==> src/rtl/balance_arbiter_pkg.sv <==
`default_nettype none
// ============================================================================
// Module  : balance_arbiter_pkg
// Purpose : Shared types and constants for the shared-balance arbiter.
// Revision: 1.0 - initial release
// ============================================================================
package balance_arbiter_pkg;

    // Transaction FSM: idle, apply operation, respond with ACK.
    typedef enum logic [1:0] {
        ST_IDLE = 2'd0,
        ST_EXEC = 2'd1,
        ST_RESP = 2'd2
    } state_t;

    // TIPO encoding.
    localparam logic TIPO_DEPOSITO = 1'b0;
    localparam logic TIPO_RETIRO   = 1'b1;

    // Default datapath widths.
    localparam int DEF_BAL_W   = 64;
    localparam int DEF_MONTO_W = 32;

endpackage : balance_arbiter_pkg
`default_nettype wire

==> src/rtl/balance_arbiter_rr_arbiter_2.sv <==
`default_nettype none
// ============================================================================
// Module  : rr_arbiter_2
// Purpose : Two-way round-robin arbiter. Produces a one-hot grant while
//           enabled and remembers the last granted index so that a tie is
//           always resolved in favour of the other requester.
// Revision: 1.0 - initial release
// ============================================================================
module rr_arbiter_2 (
    input  logic       clk,
    input  logic       rst_n,
    input  logic [1:0] req_i,
    input  logic       en_i,
    output logic [1:0] gnt_o
);

    // Index of the last granted requester; reset to 1 so ATM0 wins the first tie.
    logic last_q;

    // Grant selection: tie goes to the requester not served last.
    always_comb begin
        gnt_o = 2'b00;
        if (en_i) begin
            if (req_i == 2'b11) begin
                gnt_o = last_q ? 2'b01 : 2'b10;
            end else begin
                gnt_o = req_i;
            end
        end
    end

    // Pointer moves only when a grant is actually issued.
    always_ff @(posedge clk or negedge rst_n) begin
        if (!rst_n) begin
            last_q <= 1'b1;
        end else if (|gnt_o) begin
            last_q <= gnt_o[1];
        end
    end

endmodule : rr_arbiter_2
`default_nettype wire

==> src/rtl/balance_arbiter.sv <==
`default_nettype none
// ============================================================================
// Module  : balance_arbiter
// Purpose : Owns the shared account balance and serializes deposit/withdraw
//           requests from two ATM controllers with round-robin fairness.
//           Each transaction takes IDLE -> EXEC -> RESP (one per 3 cycles).
// Revision: 1.0 - initial release
// ============================================================================
module balance_arbiter
    import balance_arbiter_pkg::*;
#(
    parameter int               BAL_W           = DEF_BAL_W,
    parameter int               MONTO_W         = DEF_MONTO_W,
    parameter logic [BAL_W-1:0] BALANCE_INICIAL = BAL_W'(500)
) (
    input  logic               Clk,
    input  logic               Reset,
    input  logic               REQ0,
    input  logic               REQ1,
    input  logic               TIPO0,
    input  logic               TIPO1,
    input  logic [MONTO_W-1:0] MONTO0,
    input  logic [MONTO_W-1:0] MONTO1,
    output logic               GNT0,
    output logic               GNT1,
    output logic               ACK0,
    output logic               ACK1,
    output logic               DONE,
    output logic               INSUF,
    output logic               BUSY,
    output logic [BAL_W-1:0]   BALANCE
);

    localparam logic [BAL_W-1:0] BAL_MAX = {BAL_W{1'b1}};

    state_t             state_q, state_d;
    logic [1:0]         gnt_q, gnt_d;
    logic               tipo_q, tipo_d;
    logic [MONTO_W-1:0] monto_q, monto_d;
    logic [BAL_W-1:0]   bal_q, bal_d;
    logic               ok_q, ok_d;       // 1 = applied, 0 = insufficient funds

    logic [1:0]         arb_gnt;
    logic [BAL_W-1:0]   monto_ext;
    logic [BAL_W:0]     sum_wide;
    logic [BAL_W-1:0]   dep_result;
    logic               short_funds;

    // Arbitration only happens while idle, so LAST moves once per transaction.
    rr_arbiter_2 u_rr (
        .clk   (Clk),
        .rst_n (Reset),
        .req_i ({REQ1, REQ0}),
        .en_i  (state_q == ST_IDLE),
        .gnt_o (arb_gnt)
    );

    // Balance datapath on the latched operands: saturating add, funds check.
    always_comb begin
        monto_ext   = BAL_W'(monto_q);
        sum_wide    = {1'b0, bal_q} + {1'b0, monto_ext};
        dep_result  = sum_wide[BAL_W] ? BAL_MAX : sum_wide[BAL_W-1:0];
        short_funds = (monto_ext > bal_q);
    end

    // Next-state and operand/balance update logic.
    always_comb begin
        state_d = state_q;
        gnt_d   = gnt_q;
        tipo_d  = tipo_q;
        monto_d = monto_q;
        bal_d   = bal_q;
        ok_d    = ok_q;
        unique case (state_q)
            ST_IDLE: begin
                if (|arb_gnt) begin
                    gnt_d   = arb_gnt;
                    tipo_d  = arb_gnt[1] ? TIPO1  : TIPO0;
                    monto_d = arb_gnt[1] ? MONTO1 : MONTO0;
                    state_d = ST_EXEC;
                end
            end
            ST_EXEC: begin
                if (tipo_q == TIPO_DEPOSITO) begin
                    bal_d = dep_result;
                    ok_d  = 1'b1;
                end else if (short_funds) begin
                    ok_d  = 1'b0;
                end else begin
                    bal_d = bal_q - monto_ext;
                    ok_d  = 1'b1;
                end
                state_d = ST_RESP;
            end
            ST_RESP: begin
                gnt_d   = 2'b00;
                state_d = ST_IDLE;
            end
            default: begin
                gnt_d   = 2'b00;
                state_d = ST_IDLE;
            end
        endcase
    end

    // State, operand latch and balance register; reset discards any transaction.
    always_ff @(posedge Clk or negedge Reset) begin
        if (!Reset) begin
            state_q <= ST_IDLE;
            gnt_q   <= 2'b00;
            tipo_q  <= TIPO_DEPOSITO;
            monto_q <= '0;
            bal_q   <= BALANCE_INICIAL;
            ok_q    <= 1'b0;
        end else begin
            state_q <= state_d;
            gnt_q   <= gnt_d;
            tipo_q  <= tipo_d;
            monto_q <= monto_d;
            bal_q   <= bal_d;
            ok_q    <= ok_d;
        end
    end

    // Outputs decoded from registered state only; results gated to RESP.
    always_comb begin
        GNT0    = gnt_q[0];
        GNT1    = gnt_q[1];
        ACK0    = gnt_q[0] && (state_q == ST_RESP);
        ACK1    = gnt_q[1] && (state_q == ST_RESP);
        DONE    = (state_q == ST_RESP) && ok_q;
        INSUF   = (state_q == ST_RESP) && !ok_q;
        BUSY    = (state_q != ST_IDLE);
        BALANCE = bal_q;
    end

endmodule : balance_arbiter
`default_nettype wire

==> config.mk <==
export PLATFORM = sky130hd
export DESIGN_NAME = balance_arbiter
export DESIGN_NICKNAME = d
export VERILOG_FILES = /design/src/rtl/balance_arbiter_pkg.sv /design/src/rtl/balance_arbiter_rr_arbiter_2.sv /design/src/rtl/balance_arbiter.sv
export SDC_FILE = /design/constraint.sdc
export NUM_CORES = 1
export LEC_CHECK = 0
export CAP_MARGIN = 20
export CORE_ASPECT_RATIO = 1.75
export CORE_MARGIN = 2
export CORE_UTILIZATION = 61
export CTS_BUF_LIST = sky130_fd_sc_hd__clkbuf_16
export CTS_CLUSTER_DIAMETER = 50
export CTS_CLUSTER_SIZE = 30
export DETAILED_ROUTE_END_ITERATION = 10
export PLACE_DENSITY = 0.88
export SYNTH_ARGS = -nofsm -noshare
export SYNTH_HDL_FRONTEND = slang
export SYNTH_HIERARCHICAL = 1
export SYNTH_SLANG_ARGS = --single-unit
==> constraint.sdc <==
create_clock -name Clk -period 7.44 [get_ports Clk]
set_clock_uncertainty 0.1 [all_clocks]
set_input_delay 1.116 -clock Clk [delete_from_list [all_inputs] [get_ports Clk]]
set_output_delay 1.116 -clock Clk [all_outputs]
set_load 0.01 [all_outputs]
==> key figures <==
Power and ir drop
  – Peak supply drop: 0.368 mV
  – Power Dens Cells: 578 nW/µm²
  – Pleak: ~0.0046 µW
  – Overall power: 6570 µW

Finish
  – Post-layout util: 0.735
  – Area growth syn-to-layout: 17.6%
  – Filler instances: 1,236
  – Post-route cell area: between 10,000 and 15,000 µm²
  – ANT cells: 0
  – Layout cells sized above 1: 0.0616
  – Non-filler instance count after layout: 1,534
  – Nets@finish: 1,479

Timing
  – Final Critical Period: 4.29 ns
  – Final period utilization: 0.577
  – Tightest Pin Transition: roughly 0.93 ns
  – Total negative slack: 0 ns
  – Slew headroom: 0.374
  – Final hold vios: 0
  – RSZ-0062 raised after global routing: no
  – Fin. max-slew vios: 0
  – Setup violators final: 0
  – Max frequency: 233 MHz

CTS
  – Setup bufs post-CTS: 0
  – CTS H-Tree Depth: 3
  – Clock-pin slew on the worst setup and hold paths: 0.09 ns
  – Clk buf depth: 2
  – Number of gates resized after cts: 0
  – Root Driver: clkbuf_16
  – Worst skew pair latency: 0.37 ns
  – Inserted Clock Buffers: 9
  – Clk sinks: 103
  – TritonCTS clock tree: built
  – Post-CTS Hold Fix Bufs: 0

Floorplan
  – Die area: 16,900 µm²
  – Die height: approximately 170 µm
  – Initial Util: 0.625
  – Top-Level Pins: 141
  – Die X: 99.2 µm
  – Row cnt: 60
  – Core ar.: 15,500 µm²

Min path
  – Hold Crit Class: reg2reg
  – Hold Crit Start: state_q[1]

Setup path
  – Critical path cell sequence: inv_1, ha_1, fa_1, nand2b_1, a21o_1, a211o_1, nand2_1, a31oi_2, a31oi_4, buf_4, nand2_1, o21ai_0, a22oi_1
  – CP Class: reg2reg
  – Slowest library cell on the worst path: a31oi_4
  – Crit end category: register
  – Critical path startpoint category: register
  – Critical path fanouts, max: 43
  – Critical Path AT: between 4 and 5 ns
  – Worst path bufs/invs: 2
  – FF-to-FF Start: BALANCE[0]
  – Critical path's top delay family: compound AO/OA/AOI/OAI gates
  – Largest stage delay, worst path: roughly 0.66 ns
  – Worst setup startpoint: BALANCE[0]
  – CP dominant cell by count: nand2_1
  – Worst EP required: roughly 7.6 ns

Place
  – Routability cong.: 1.04
  – DP Wirelength: between 20,000 and 25,000 µm
  – Placed cells: between 1.5k and 2k
  – DP Area: 11,100 µm²
  – Port Buffers: 140

Global routing
  – Vias in the first global route: approximately 10k
  – Largest net degree at the start of global routing: ~80
  – GRT overflow: 0
  – First-pass GRT wire length: 52,700 µm
  – GRT Overall Usage: 0.394
  – Antenna violations before repair: 0

Synthesis
  – Syn Area/Cell: 7.67 µm²
  – Most frequent cell after synthesis: a21oi_1
  – Seq/Total Area, Yosys: 0.268
  – Area contributors post-synth: dfrtp_1 (25%), ha_1 (8.3%), a21oi_1 (7.8%)
  – Fraction of registers with async set/reset: 1.00
  – Synth Instances: 1,260
  – Post-synth EDFFs: 0
  – Post-Syn Area: about 9700 µm²
  – Post-synth top cells: a21oi_1 (150), nor2_1 (142), nand2_1 (97)
  – Syn nets: 1,396
  – Ys flop type: dfrtp_1
  – Area leader, netlist: dfrtp_1
  – Synth Register Bits: 103
  – Yosys top cell area share: 0.249
  – Synth warnings: 6
  – Library cells used by synthesis: 87

Drt
  – Routed vias: 10.4k
  – Initial drt markers: 847
  – Vias/cell: 6.76
  – Final WL: between 30,000 and 40,000 µm
  – DRC viols: 0
  – First-pass iteration count of the detailed router: 7
  – Number of routed nets with antenna violations: 0
  – Detail-routed net length per standard cell: 21.7 µm

Outcome
  – Status: completed

Job
  – Max Cap Viol: 0
[cells in the final DEF (no fill, tap or decap), drive strengths merged, types with 10 or more instances in the layout]
cell type / instances
o21bai: 11
nand4: 19
nor4: 20
mux2: 16
and3: 18
mux2i: 42
a31oi: 33
clkdlybuf4s50: 139
xnor2: 22
nand3: 47
dfrtp: 96
o21ai: 61
nor2b: 15
nand2: 98
nor3: 33
nand2b: 15
nor2: 144
a211oi: 19
o31ai: 18
a21oi: 151
inv: 81
ha: 64
buf: 10
or3: 12
[metal layers]
metal  GRT usage  part of all wire  vias up
met4       0.245             0.075        0
met3      0.0592             0.069      188
met5           0                 0        -
met2       0.712              0.52      606
met1       0.423              0.34     4829
li1            -                 -     4747
[registers in the layout, summed over array words and instances, names as in the netlist]
register and flops:
monto_q 32, state_q 2, tipo_q 1, u_rr/last_q 1
ok_q 1, gnt_q 2, BALANCE 64
[path summary, 6_finish.rpt]
check / end / slack (ns) / cells after the start
max: BALANCE[45] / 3.15 / 13
min: gnt_q[0] / 0.40 / 1
max reg2reg: BALANCE[45] / 3.15 / 13
min reg2reg: gnt_q[0] / 0.40 / 1
max in group asynchronous: BALANCE[23] / 5.37 / 2
min in group asynchronous: BALANCE[56] / 0.69 / 1
[through the flow]
stage	hold slack, ns	worst slack (ns)
6_report	0.397	3.15
5_1_grt	0.416	2.90
4_1_cts	0.389	3.23
3_5_place_dp	0.377	3.25
3_3_place_gp	0.365	3.36
2_1_floorplan	0.341	4.11
[power breakdown]
group,internal [µW],switching (µW),leakage [µW]
clock,232,257,0.000132
combinational,1850,3010,0.00328
sequential,838,378,0.00120
total,2920,3650,0.00461
[logic make-up (layout without fill, tap and decap cells)]
| group | count (synthesis) | count (layout) | share of synthesized area |
|---|---|---|---|
| AND/OR/NAND/NOR | 464 | 464 | 0.238 |
| AO/OA/AOI/OAI | 385 | 385 | 0.255 |
| buffers and inverters | 156 | 244 | 0.0652 |
| flip-flops | 103 | 103 | 0.268 |
| adder cells (fa/ha/maj) | 66 | 66 | 0.0870 |
| multiplexers | 58 | 58 | 0.0621 |
| XOR/XNOR | 28 | 28 | 0.0254 |
[area by class of cell]
class,instances,area (µm²),share of cell area
Clock buffer,9,225,0.0198
Multi-Input combinational cell,1001,6480,0.570
Tap cell,186,233,0.0205
Clock inverter,7,56.3,0.00495
Timing Repair Buffer,149,1490,0.131
Sequential cell,103,2590,0.228
Inverter,79,297,0.0261
Note: power is estimated with default switching activity, not from simulation.
